<file path="src/rtl/bank_reader_pkg.sv">
// Shared types and defaults for the input-bank streaming reader.
package bank_reader_pkg;

  typedef enum logic [1:0] {
    IDLE  = 2'd0,
    RUN   = 2'd1,
    DRAIN = 2'd2,
    DONE  = 2'd3
  } state_t;

  localparam int FIFO_DEPTH_DEF = 4;

endpackage

</file>
<file path="src/rtl/bank_rd_fifo.sv">
// Small synchronous FIFO holding {last, data} beats between bank capture and the stream port.
module bank_rd_fifo #(
  parameter int WIDTH = 9,
  parameter int DEPTH = 4
) (
  input  logic                       clk,
  input  logic                       rst,
  input  logic                       push,
  input  logic [WIDTH-1:0]           push_data,
  input  logic                       pop,
  output logic [WIDTH-1:0]           pop_data,
  output logic                       full,
  output logic                       empty,
  output logic [$clog2(DEPTH):0]     count
);

  localparam int AW = $clog2(DEPTH);
  localparam int CW = AW + 1;

  logic [WIDTH-1:0] mem [DEPTH];
  logic [AW-1:0]    wr_ptr, rd_ptr;
  logic [CW-1:0]    cnt;

  always_ff @(posedge clk) begin
    if (rst) begin
      wr_ptr <= '0;
      rd_ptr <= '0;
      cnt    <= '0;
    end else begin
      if (push) wr_ptr <= wr_ptr + AW'(1);
      if (pop)  rd_ptr <= rd_ptr + AW'(1);
      case ({push, pop})
        2'b10:   cnt <= cnt + CW'(1);
        2'b01:   cnt <= cnt - CW'(1);
        default: cnt <= cnt;
      endcase
    end
  end

  // On full push+pop the write lands on the slot being popped; the head is read before the edge.
  always_ff @(posedge clk) begin
    if (push) mem[wr_ptr] <= push_data;
  end

  always_ff @(posedge clk) begin
    if (!rst) assert (!(push && full && !pop)) else $error("bank_rd_fifo overflow");
  end

  assign pop_data = mem[rd_ptr];
  assign full     = (cnt == CW'(DEPTH));
  assign empty    = (cnt == '0);
  assign count    = cnt;

endmodule

</file>
<file path="src/rtl/bank_reader.sv">
// Streaming read master: walks a wrapped address window of the input bank and presents bytes on a valid/ready stream.
module bank_reader
  import bank_reader_pkg::*;
#(
  parameter int ADDR_WIDTH = 13,
  parameter int DATA_WIDTH = 8,
  parameter int DATA_DEPTH = 1024,
  parameter int FIFO_DEPTH = FIFO_DEPTH_DEF
) (
  input  logic                  clk,
  input  logic                  rst,
  input  logic                  start,
  input  logic [ADDR_WIDTH-1:0] base_addr,
  input  logic [ADDR_WIDTH:0]   length,
  output logic                  busy,
  output logic                  done,
  output logic                  csen,
  output logic                  rdena,
  output logic [ADDR_WIDTH-1:0] addr_a,
  input  logic [DATA_WIDTH-1:0] data_a,
  output logic                  m_valid,
  input  logic                  m_ready,
  output logic [DATA_WIDTH-1:0] m_data,
  output logic                  m_last
);

  localparam int                CW       = $clog2(FIFO_DEPTH) + 1;
  localparam logic [ADDR_WIDTH:0] DEPTH_L = (ADDR_WIDTH+1)'(DATA_DEPTH);
  localparam logic [ADDR_WIDTH:0] ONE_L   = (ADDR_WIDTH+1)'(1);
  localparam logic [CW:0]       CREDIT_L = (CW+1)'(FIFO_DEPTH);

  state_t                state, state_nx;
  logic [ADDR_WIDTH-1:0] base_q;
  logic [ADDR_WIDTH:0]   len_q, issued, beats;
  logic                  rd_vld_p0, vld_p1, credit_ok, last_p1, pop;
  logic                  fifo_full, fifo_empty;
  logic [CW-1:0]         fifo_count;
  logic [DATA_WIDTH:0]   head;

  function automatic logic [ADDR_WIDTH-1:0] wrap_add(input logic [ADDR_WIDTH-1:0] a,
                                                     input logic [ADDR_WIDTH-1:0] b);
    logic [ADDR_WIDTH:0] s;
    s = {1'b0, a} + {1'b0, b};
    if (s >= DEPTH_L) s = s - DEPTH_L;
    return s[ADDR_WIDTH-1:0];
  endfunction

  always_ff @(posedge clk) begin
    if (rst) state <= IDLE;
    else     state <= state_nx;
  end

  always_comb begin
    state_nx = state;
    case (state)
      IDLE:    if (start) state_nx = (length == '0) ? DONE : RUN;
      RUN:     if (rd_vld_p0 && (issued == len_q - ONE_L)) state_nx = DRAIN;
      DRAIN:   if (m_valid && m_ready && m_last) state_nx = DONE;
      DONE:    state_nx = IDLE;
      default: state_nx = IDLE;
    endcase
  end

  always_comb begin
    busy = 1'b0;
    done = 1'b0;
    case (state)
      RUN, DRAIN: busy = 1'b1;
      DONE:       done = 1'b1;
      default:    ;
    endcase
  end

  // p0: issue a read only when the FIFO can absorb it plus any read already in flight
  assign credit_ok = !fifo_full &&
                     (({1'b0, fifo_count} + {{CW{1'b0}}, vld_p1}) < CREDIT_L);
  assign rd_vld_p0 = (state == RUN) && (issued < len_q) && credit_ok;
  assign rdena     = rd_vld_p0;
  assign csen      = rd_vld_p0;
  assign addr_a    = rd_vld_p0 ? wrap_add(base_q, issued[ADDR_WIDTH-1:0]) : '0;

  always_ff @(posedge clk) begin
    if (rst) begin
      base_q <= '0;
      len_q  <= '0;
      issued <= '0;
      beats  <= '0;
      vld_p1 <= 1'b0;
    end else begin
      vld_p1 <= rd_vld_p0;
      if (state == IDLE && start) begin
        base_q <= ADDR_WIDTH'({1'b0, base_addr} % DEPTH_L);
        len_q  <= length;
        issued <= '0;
        beats  <= '0;
      end else begin
        if (rd_vld_p0) issued <= issued + ONE_L;
        if (vld_p1)    beats  <= beats + ONE_L;
      end
    end
  end

  // p1: bank data arrives one cycle after the read; tag the final byte and buffer it
  assign last_p1 = (beats == len_q - ONE_L);

  bank_rd_fifo #(
    .WIDTH (DATA_WIDTH + 1),
    .DEPTH (FIFO_DEPTH)
  ) u_fifo (
    .clk       (clk),
    .rst       (rst),
    .push      (vld_p1),
    .push_data ({last_p1, data_a}),
    .pop       (pop),
    .pop_data  (head),
    .full      (fifo_full),
    .empty     (fifo_empty),
    .count     (fifo_count)
  );

  assign m_valid = !fifo_empty;
  assign pop     = m_valid && m_ready;
  assign m_data  = m_valid ? head[DATA_WIDTH-1:0] : '0;
  assign m_last  = m_valid ? head[DATA_WIDTH] : 1'b0;

endmodule

</file>
<file path="config.mk">
export PLATFORM = sky130hd
export DESIGN_NAME = bank_reader
export DESIGN_NICKNAME = d
export VERILOG_FILES = /design/src/rtl/bank_reader_pkg.sv /design/src/rtl/bank_rd_fifo.sv /design/src/rtl/bank_reader.sv
export SDC_FILE = /design/constraint.sdc
export NUM_CORES = 1
export LEC_CHECK = 0
export CORE_ASPECT_RATIO = 2
export CORE_MARGIN = 2
export CORE_UTILIZATION = 40
export CTS_BUF_LIST = sky130_fd_sc_hd__clkbuf_16
export DETAILED_ROUTE_END_ITERATION = 16
export GPL_TIMING_DRIVEN = 0
export HOLD_SLACK_MARGIN = 0.02
export PLACE_DENSITY_LB_ADDON = 0.12
export SYNTH_ARGS = -nofsm -noshare
export SYNTH_HDL_FRONTEND = slang
export SYNTH_SLANG_ARGS = --single-unit
</file>
<file path="constraint.sdc">
create_clock -name clk -period 6.3 [get_ports clk]
set_input_delay 0.945 -clock clk [delete_from_list [all_inputs] [get_ports clk]]
set_output_delay 0.945 -clock clk [all_outputs]
set_load 0.03 [all_outputs]
</file>
==> impl_metrics.py, run 1 <==
metrics = {
    "detailed_routing": {
        "wl_met1_um": 5335,
        "wl_um": 15610,
        "highest_layer": "met4",
        "dr_wl_met3_um": 348,
        "viasPerCell": 5.329,
        "route.met2.wl_um": 8950,
        "drt_pre_antenna_iters": 4,
        "drt_iter0_markers": 198,
        "wire_per_inst_um": 17.52,
        "vias": 4748,
        "drc": 0,
        "ant_nets": 0,
    },
    "floorplan": {
        "io_pins": 66,
        "rows": 62,
        "die_w_um": 89.35,
        "die-area_mm2": 0.01561,
        "core_mm2": 0.01427,
        "die_h_um": 174.7,
        "initial_core_util": 0.4083,
    },
    "clock_network": {
        "cts_buffer_depth": 2,
        "insertion_delay_ps": 340,
        "post_cts_buffers": 0,
        "htreeDepth": 3,
        "clk_pin_slew_ps": 80,
        "cts_sinks": 100,
        "cts_hold_buf": 0,
        "cts_tree": "built",
        "cts_buffers": 9,
        "cts_resized": 0,
        "root_buffer": "clkbuf_16",
    },
    "run": {
        "max-cap-violations": 0,
    },
    "worst_setup_path": {
        "rr_worst_depth": 11,
        "crit_family": "compound AO/OA/AOI/OAI gates",
        "worstPathArrival_ps": 4960,
        "endpoint_kind": "primary output",
        "path_buf_inv": 2,
        "critPathKind": "reg2out",
        "max_stage_delay_ps": 680,
        "crit_path_top_delay_cell": "clkdlybuf4s50_1",
        "startpoint_type": "register",
        "r2r-start": "len_q[10]$_SDFFE_PP0P_",
        "worst_ep_required_time_ps": 5350,
        "timing.rr.end": "issued[11]$_SDFFE_PP0P_",
        "crit_fanout": 6,
        "r2r_setup_slack_ps": 2500,
        "crit_start": "issued[0]$_SDFFE_PP0P_",
        "crit_path_cell_trace": "ha_1, fa_1, a211oi_1, o21ai_0, o221ai_1, o21bai_1, a21oi_1, xor2_1, inv_1, ha_1, nand2_1, nor3_1, nand4_1, o311ai_2, mux2_2, nor2_1, clkdlybuf4s50_1",
        "crit_path_frequent_cell": "ha_1",
    },
    "timing": {
        "finalSetupViolCount": 0,
        "final_hold_viol_count": 0,
        "fin_crit_sh": 0.9367,
        "fmax_mhz": 169.5,
        "worst_pin_slew_ps": 1235,
        "relSlewSlack": 0.1702,
        "setup_tns_ps": 0,
        "drv_slew": 0,
        "finalWorstPathRequiredPeriod_ps": 5901,
        "rsz0062_at_grt": "false",
        "fin_skew_ps": 11.37,
    },
    "global_route": {
        "grt_max_degree": 20,
        "antenna_found_initial": 0,
        "grt_pass1_wl_um": 24700,
        "grt_pass1_vias": 4887,
        "grt_use_total": 0.2100,
        "grt.overflow.total": 0,
    },
    "finish": {
        "n_fill_cell": 1421,
        "layout_commonest_cell": "nand2_1",
        "num_antenna_cells": 0,
        "drive_above_1_share": 0.06152,
        "synthToLayoutAreaGrowth_pct": 19.82,
        "nets": 774,
        "final_cell_mix": "nand2_1, dfxtp_1, clkdlybuf4s50_1",
        "final_cell_area_mm2": 0.006983,
    },
    "logic_synthesis": {
        "yosysUniqueCellTypes": 57,
        "async_reset_ff_frac": 0,
        "postSynthCellCount": 622,
        "ys_seq_area_frac": 0.4053,
        "syn_nets": 702,
        "yosys_warnings": 0,
        "synth_edf_count": 36,
        "synth_seq_cells": 100,
        "synth_area_mm2": 0.005828,
        "syn_avg_cell_area_um2": 9.370,
        "synth_flop_cell": "dfxtp_1",
    },
    "power": {
        "leakage_uw": 0.002472,
        "p_sw_uw": 880.3,
        "p_int_uw": 1387,
        "p_comb_frac": 0.414,
        "peakVddDrop_v": 0.0001371,
        "swShare": 0.3882,
        "power_frac_seq": 0.346,
        "p_per_area_mw_per_mm2": 324.7,
        "p_clk_frac": 0.239,
    },
    "worst_hold_path": {
        "hold_depth": 2,
        "hp-start": "len_q[13]$_SDFFE_PP0P_",
        "hold-path-endpoint": "len_q[13]$_SDFFE_PP0P_",
        "hold_class": "reg2reg",
    },
    "placed_design": {
        "port_buffers": 61,
        "place_area_mm2": 0.006679,
        "gp_congestion": 0.9187,
        "dp_hpwl_um": 12550,
    },
    "run_status": {
        "outcome": "finished clean",
    },
}
-- worst max-delay path by stage --
stage	to	slack [ps]	cells after the start
2_1_floorplan	addr_a[11]	1670	16
3_3_place_gp	addr_a[11]	630	15
3_5_place_dp	addr_a[11]	560	15
4_1_cts	addr_a[11]	190	15
5_1_grt	addr_a[11]	70	17
6_report	addr_a[11]	400	17
-- power by group through the flow --
stage                     Sequential (uW)  Combinational (uW)  Clock, uW
after floorplan                       777                 667          0
after global placement                797                 927          0
after detailed placement              800                 944          0
after CTS                             785                 949        562
after global routing                  793                1030        588
final                                 785                 940        543
-- cell families after synthesis --
family,synth area share
mux,0.04530
xor+xnor,0.1112
compound gates,0.09618
fa+ha+maj,0.09060
buf+inv,0.04401
flops,0.4053
simple gates,0.2074
-- cell usage after synthesis, types with 3 or more instances --
cell type / instances / area (um2)
a211oi_1: 4 / 30.03
a21oi_1: 42 / 210.2
and2_1: 7 / 43.79
and3_1: 12 / 75.07
buf_1: 3 / 11.26
buf_2: 4 / 20.02
clkbuf_1: 23 / 86.33
dfxtp_1: 64 / 1281
edfxtp_1: 36 / 1081
ha_1: 39 / 488.0
inv_1: 32 / 120.1
mux2i_1: 5 / 50.05
mux4_2: 9 / 202.7
nand2_1: 72 / 270.3
nand3_1: 14 / 70.07
nand4_1: 16 / 100.1
nor2_1: 58 / 217.7
nor2b_1: 13 / 81.33
nor3_1: 15 / 75.07
nor4_1: 11 / 68.82
o211ai_1: 5 / 37.54
o21ai_0: 10 / 50.05
o21bai_1: 5 / 37.54
or3_1: 4 / 25.02
xnor2_1: 38 / 332.8
xor2_1: 36 / 315.3
-- worst reg2reg max path, delay by kind of cell (launching register included) --
family / cells / cell delay (ps)
buf+inv: 3 / 940
xor+xnor: 1 / 170
fa+ha+maj: 1 / 350
flops: 1 / 310
simple gates: 4 / 920
compound gates: 2 / 990
-- state kept, by name (all words and copies together), names as in the netlist, 2 cells and up, named ones only --
name,flops
u_fifo.mem,36
beats,14
issued,14
len_q,14
base_q,10
u_fifo.count,3
state,2
u_fifo.rd_ptr,2
u_fifo.wr_ptr,2
-- layer usage --
metal,global-route usage,vias to the layer above
li1,-,2330
met1,0.1949,2281
met2,0.4037,99
met3,0.02692,38
met4,0.1294,0
met5,0,-
-- per-stage QoR --
stage | worst slack (ps) | utilization | instances | hold slack (ps) | power, uW
finish | 399.1 | 0.4892 | 891 | 456.7 | 2268
floorplan | 1669 | - | 622 | 436.3 | 1444
global route | 66.78 | 0.4892 | 891 | 478.9 | 2411
CTS | 192.5 | 0.4887 | 891 | 458.7 | 2296
detailed placement | 561.2 | 0.4679 | 875 | 447.9 | 1743
global placement | 630.9 | 0.4679 | 875 | 451.8 | 1724
-- area by class of cell --
type	count	area, um2	share of cell area
Inverter	32	120.1	0.01720
Clock inverter	7	71.32	0.01021
Sequential cell	100	2362	0.3383
Clock buffer	9	225.2	0.03225
Tap cell	192	240.2	0.03440
Multi-Input combinational cell	458	3217	0.4607
Timing Repair Buffer	61	610.6	0.08744
Buffer	32	136.4	0.01953
Note: power is estimated with default switching activity, not from simulation.
==> inputs of run 2 (changes only) <==
--- a/config.mk
+++ b/config.mk
@@ -13,6 +13,7 @@
 export GPL_TIMING_DRIVEN = 0
 export HOLD_SLACK_MARGIN = 0.02
 export PLACE_DENSITY_LB_ADDON = 0.12
+export SLEW_MARGIN = 5
 export SYNTH_ARGS = -nofsm -noshare
 export SYNTH_HDL_FRONTEND = slang
 export SYNTH_SLANG_ARGS = --single-unit
==> results of run 2 <==
Same layout as run 1: the final DEF is identical, and so are final timing and power.
